<file path="src/rtl/mem_port_arbiter.sv">
// mem_port_arbiter: shares one memory port between fetch and load/store, one access per MEM_LATENCY+2 cycles.
// Optional ARB_ROUND_ROBIN_EN alternates grants on contention; otherwise data always beats fetch.
module mem_port_arbiter #(
  parameter int ADDR_WIDTH  = 32,
  parameter int DATA_WIDTH  = 32,
  parameter int MEM_LATENCY = 1
) (
  input  logic                  clock,
  input  logic                  reset,
  input  logic                  if_req,
  input  logic [ADDR_WIDTH-1:0] if_addr,
  output logic [DATA_WIDTH-1:0] if_rdata,
  output logic                  if_ready,
  input  logic                  dm_req,
  input  logic                  dm_we,
  input  logic [ADDR_WIDTH-1:0] dm_addr,
  input  logic [DATA_WIDTH-1:0] dm_wdata,
  output logic [DATA_WIDTH-1:0] dm_rdata,
  output logic                  dm_ready,
  output logic                  mem_en,
  output logic                  mem_we,
  output logic [ADDR_WIDTH-1:0] mem_addr,
  output logic [DATA_WIDTH-1:0] mem_wdata,
  input  logic [DATA_WIDTH-1:0] mem_rdata,
  output logic                  busy,
  output logic                  stall
);
  typedef enum logic [1:0] {IDLE, WAIT, RESP} state_t;
  state_t state_q, state_d;
  logic [3:0] cnt_q, cnt_d;
  logic win_dm_q, win_dm_d, win_we_q, win_we_d;
  logic mem_en_q, mem_en_d, mem_we_q, mem_we_d, busy_q, busy_d;
  logic if_ready_q, if_ready_d, dm_ready_q, dm_ready_d;
  logic [ADDR_WIDTH-1:0] mem_addr_q, mem_addr_d;
  logic [DATA_WIDTH-1:0] mem_wdata_q, mem_wdata_d, if_rdata_q, if_rdata_d, dm_rdata_q, dm_rdata_d;
  logic pick_dm;
`ifdef ARB_ROUND_ROBIN_EN
  logic last_dm_q, last_dm_d;
  // On contention the side not granted last wins; lone requests win outright.
  assign pick_dm = dm_req & (~if_req | ~last_dm_q);
`else
  assign pick_dm = dm_req;
`endif
  always_comb begin
    state_d     = state_q;
    cnt_d       = cnt_q;
    win_dm_d    = win_dm_q;
    win_we_d    = win_we_q;
    mem_en_d    = 1'b0;
    mem_we_d    = 1'b0;
    busy_d      = busy_q;
    if_ready_d  = 1'b0;
    dm_ready_d  = 1'b0;
    mem_addr_d  = mem_addr_q;
    mem_wdata_d = mem_wdata_q;
    if_rdata_d  = if_rdata_q;
    dm_rdata_d  = dm_rdata_q;
`ifdef ARB_ROUND_ROBIN_EN
    last_dm_d   = last_dm_q;
`endif
    case (state_q)
      IDLE: if (if_req | dm_req) begin
        win_dm_d    = pick_dm;
        win_we_d    = pick_dm & dm_we;
        mem_en_d    = 1'b1;
        mem_we_d    = pick_dm & dm_we;
        mem_addr_d  = pick_dm ? dm_addr : if_addr;
        mem_wdata_d = pick_dm ? dm_wdata : mem_wdata_q;
        cnt_d       = 4'(MEM_LATENCY);
        busy_d      = 1'b1;
        state_d     = WAIT;
`ifdef ARB_ROUND_ROBIN_EN
        last_dm_d   = pick_dm;
`endif
      end
      WAIT: begin
        cnt_d = cnt_q - 4'd1;
        if (cnt_q == 4'd1) begin
          if_ready_d = ~win_dm_q;
          dm_ready_d = win_dm_q;
          if_rdata_d = win_dm_q ? if_rdata_q : mem_rdata;
          dm_rdata_d = (win_dm_q & ~win_we_q) ? mem_rdata : dm_rdata_q;
          state_d    = RESP;
        end
      end
      RESP: begin
        busy_d  = 1'b0;
        state_d = IDLE;
      end
      default: state_d = IDLE;
    endcase
  end
  always_ff @(posedge clock or posedge reset) begin
    if (reset) begin
      state_q     <= IDLE;
      cnt_q       <= '0;
      win_dm_q    <= 1'b0;
      win_we_q    <= 1'b0;
      mem_en_q    <= 1'b0;
      mem_we_q    <= 1'b0;
      busy_q      <= 1'b0;
      if_ready_q  <= 1'b0;
      dm_ready_q  <= 1'b0;
      mem_addr_q  <= '0;
      mem_wdata_q <= '0;
      if_rdata_q  <= '0;
      dm_rdata_q  <= '0;
`ifdef ARB_ROUND_ROBIN_EN
      last_dm_q   <= 1'b0;
`endif
    end else begin
      state_q     <= state_d;
      cnt_q       <= cnt_d;
      win_dm_q    <= win_dm_d;
      win_we_q    <= win_we_d;
      mem_en_q    <= mem_en_d;
      mem_we_q    <= mem_we_d;
      busy_q      <= busy_d;
      if_ready_q  <= if_ready_d;
      dm_ready_q  <= dm_ready_d;
      mem_addr_q  <= mem_addr_d;
      mem_wdata_q <= mem_wdata_d;
      if_rdata_q  <= if_rdata_d;
      dm_rdata_q  <= dm_rdata_d;
`ifdef ARB_ROUND_ROBIN_EN
      last_dm_q   <= last_dm_d;
`endif
    end
  end
  assign mem_en    = mem_en_q;
  assign mem_we    = mem_we_q;
  assign mem_addr  = mem_addr_q;
  assign mem_wdata = mem_wdata_q;
  assign if_rdata  = if_rdata_q;
  assign dm_rdata  = dm_rdata_q;
  assign if_ready  = if_ready_q;
  assign dm_ready  = dm_ready_q;
  assign busy      = busy_q;
  assign stall     = (if_req & ~if_ready_q) | (dm_req & ~dm_ready_q);
endmodule

</file>
<file path="config.mk">
export PLATFORM = sky130hd
export DESIGN_NAME = mem_port_arbiter
export DESIGN_NICKNAME = d
export VERILOG_FILES = /design/src/rtl/mem_port_arbiter.sv
export SDC_FILE = /design/constraint.sdc
export NUM_CORES = 1
export LEC_CHECK = 0
export CORE_MARGIN = 4
export CORE_UTILIZATION = 40
export CTS_BUF_LIST = sky130_fd_sc_hd__clkbuf_8
export DETAILED_ROUTE_END_ITERATION = 10
export GPL_TIMING_DRIVEN = 0
export PLACE_DENSITY = 0.78
export SLEW_MARGIN = 10
export SYNTH_ARGS = -nofsm -noshare
export SYNTH_HDL_FRONTEND = slang
export SYNTH_SLANG_ARGS = --single-unit
export TNS_END_PERCENT = 20
</file>
<file path="constraint.sdc">
create_clock -name clock -period 8.1 [get_ports clock]
set_input_delay 1.62 -clock clock [delete_from_list [all_inputs] [get_ports clock]]
set_output_delay 1.62 -clock clock [all_outputs]
set_load 0.01 [all_outputs]
</file>
==> results.yml <==
synthesis:
  ys_warn_count: 0
  ys_types: 29
  syn_area_mm2: 0.00567
  synth.largest_area_cell: "dfrtp_1"
  synth_seq_area_share_pct: 62.2
  synth_top_area_share_pct: 62.2
  syn_nets: 493
  syn_inst: 358
  synthTopCellsByArea: "dfrtp_1, mux2_2, buf_2"
  ys_ff_latch: 141
  syn-mean-instance-area_um2: 15.8
die:
  design.core.area_mm2: 0.0139
  dieArea_mm2: 0.0162
  initial_core_util_pct: 40.9
  boundaryPins: 267
  die_y_um: 127
  fp.dieW_um: 127
  rows: 43
timing:
  finalSetupTns_ns: 0
  slew-limit-headroom_pct: 54.6
  min_period_over_period_pct: 56.2
  fin_skew_ns: 0.00936
  report.final.slew_viol_count: 0
  tightest_slew_ns: 0.680
  period_needed_ns: 4.55
  final-hold-violation-count: 0
  rsz0062_at_grt: "no"
  fmax_ghz: 0.220
  setup_viol: 0
worst_setup_path:
  arrival_ns: 2.93
  path_class: "in -> out"
  end_kind: "output port"
  cp-start-kind: "input pin"
  cp_max_fo: 3
  critPathLaunch: "if_req"
  reg2reg_from: "cnt_q[1]"
  regToRegSetupSlack_ns: 5.97
  cpMostUsedCell: "clkdlybuf4s50_1"
  cp_cell_sequence: "clkdlybuf4s50_1, inv_1, o22ai_1, clkdlybuf4s50_1"
  crit_required_ns: 6.48
  max_stage_delay_ns: 0.58
  slowest_stage: "clkdlybuf4s50_1"
cts:
  cts_tree: "built"
  post_cts_buffers: 0
  cts_made_buffers: 17
  clkTransAtPathRegs_ns: 0.07
  postCtsHoldBufs: 0
  clk_latency_ns: 0.43
  cts_root_buf: "clkbuf_8"
  clk_path_buf_depth: 2
  clkSinkCount: 141
  h-tree-depth: 4
  cts.repair.resized: 0
cells_and_area:
  fin_area_mm2: 0.00896
  num-nets-final: 778
  final_layout_size_suffix_gt1_share_pct: 30.7
  n_fill_cell: 1028
  final_cell_mix: "clkdlybuf4s50_1, mux2_2, dfrtp_1"
  syn2layout_area_growth_pct: 58.0
  antenna-diode-count: 0
  final_common_cell: "clkdlybuf4s50_1"
global_routing:
  grt_use_total_pct: 18.7
  antenna_found_initial: 0
  grt_start_max_net_pins: 90
  grt_pass1_vias: 4402
  grt_pass1_wl_um: 23400
  gr-total-overflow: 0
outcome:
  status: "finished, final reports clean"
route:
  drtAntennaViolNets: 0
  num_vias: 3985
  drt-vias-per-instance: 4.78
  drc: 0
  dr.pass1.iters: 4
  wire_per_inst_um: 17.8
  drt_iter0_drc: 101
  finalWirelength_um: 14800
placed_design:
  gp_congestion: 0.801
  portBuffers: 265
  placed_cell_area_mm2: 0.00858
  hpwlAfterDp_um: 11600
power_and_ir_drop:
  pwr_density_cell_mw_per_mm2: 382
  power.leakage_nw: 3.74
  ir_worst_vdd_mv: 0.192
job:
  cap_violations: 0
min_path:
  hold_path.class: "reg -> reg"
  hp-start: "if_rdata[27]"
==> per-stage QoR <==
stage               setup WS (ns)  power [mW]  std cells  hold WS (ns)  utilization, %
finish                       3.55        3.43        834         0.489            64.6
global route                 3.49        3.64        834         0.506            64.6
CTS                          3.54        3.48        834         0.492            64.6
detailed placement           3.55        2.93        804         0.468            61.8
global placement            0.941        2.87        803         0.469            61.6
floorplan                    2.70        1.99        358         0.440               -
==> worst max-delay path: cells and delay by family <==
kind / cells / cell delay [ns]
buffers and inverters: 3 / 1.15
AOI/OAI and AO/OA: 1 / 0.16
==> per-layer routing <==
layer  vias up  share of wire, %  global-route usage, %
li1       1834                 -                      -
met3        33               7.0                   6.06
met5         -                 0                      0
met4         0               3.2                   8.52
met2       148                53                   32.9
met1      1970                36                   20.4
==> cells in the mapped netlist <==
cell type,instances
nor3_2,1
inv_1,6
buf_6,3
mux2_2,157
xor2_1,1
nand2b_1,1
nor3_1,1
ha_1,2
mux2_1,3
buf_2,10
o22ai_1,3
or3b_1,1
a21o_1,2
nand3b_1,1
nor3b_1,1
dfrtp_1,141
inv_2,1
nor2b_1,1
nand4b_1,1
nand2_1,4
nor3_4,1
xnor2_1,1
nor2_1,5
o21ai_0,2
and3_1,2
o21ai_1,1
a21oi_1,1
clkbuf_1,3
buf_1,1
==> registers in the layout, summed over array words and instances, names as in the netlist, 2 cells and up <==
name / count
mem_wdata: 32
dm_rdata: 32
state_q: 2
cnt_q: 4
if_rdata: 32
mem_addr: 32
==> worst paths after layout <==
| kind | to | cells past startpoint |
|---|---|---|
| worst max-delay path | stall | 4 |
| worst min register to register | if_rdata[27] | 1 |
| worst min-delay path | if_rdata[27] | 1 |
| max in group asynchronous | mem_wdata[17] | 3 |
| worst max register to register | if_rdata[26] | 6 |
| min in group asynchronous | if_rdata[28] | 2 |
==> kinds of logic (layout without fill, tap and decap cells) <==
group	after synthesis	in the layout	share of synthesized area, %
mux	160	160	31.8
flops	141	141	62.2
buf+inv	24	320	2.20
simple gates	20	20	2.16
compound gates	9	9	0.948
fa+ha+maj	2	2	0.441
xor+xnor	2	2	0.309
==> area by class of cell <==
type | instances | area [µm²] | area share (%)
inverters | 7 | 31.3 | 0.349
repair buffers | 266 | 2680 | 29.9
multi-input cells | 193 | 2020 | 22.5
clock buffers | 18 | 248 | 2.76
plain buffers | 17 | 98.8 | 1.10
well taps | 180 | 225 | 2.51
flip-flops and latches | 141 | 3530 | 39.4
clock inverters | 12 | 133 | 1.48
==> report_power, final <==
| group | internal [mW] | switching (mW) |
|---|---|---|
| logic | 1.02 | 0.618 |
| clock network | 0.302 | 0.241 |
| registers | 1.06 | 0.183 |
| total | 2.39 | 1.04 |
Note: power is estimated with default switching activity, not from simulation.
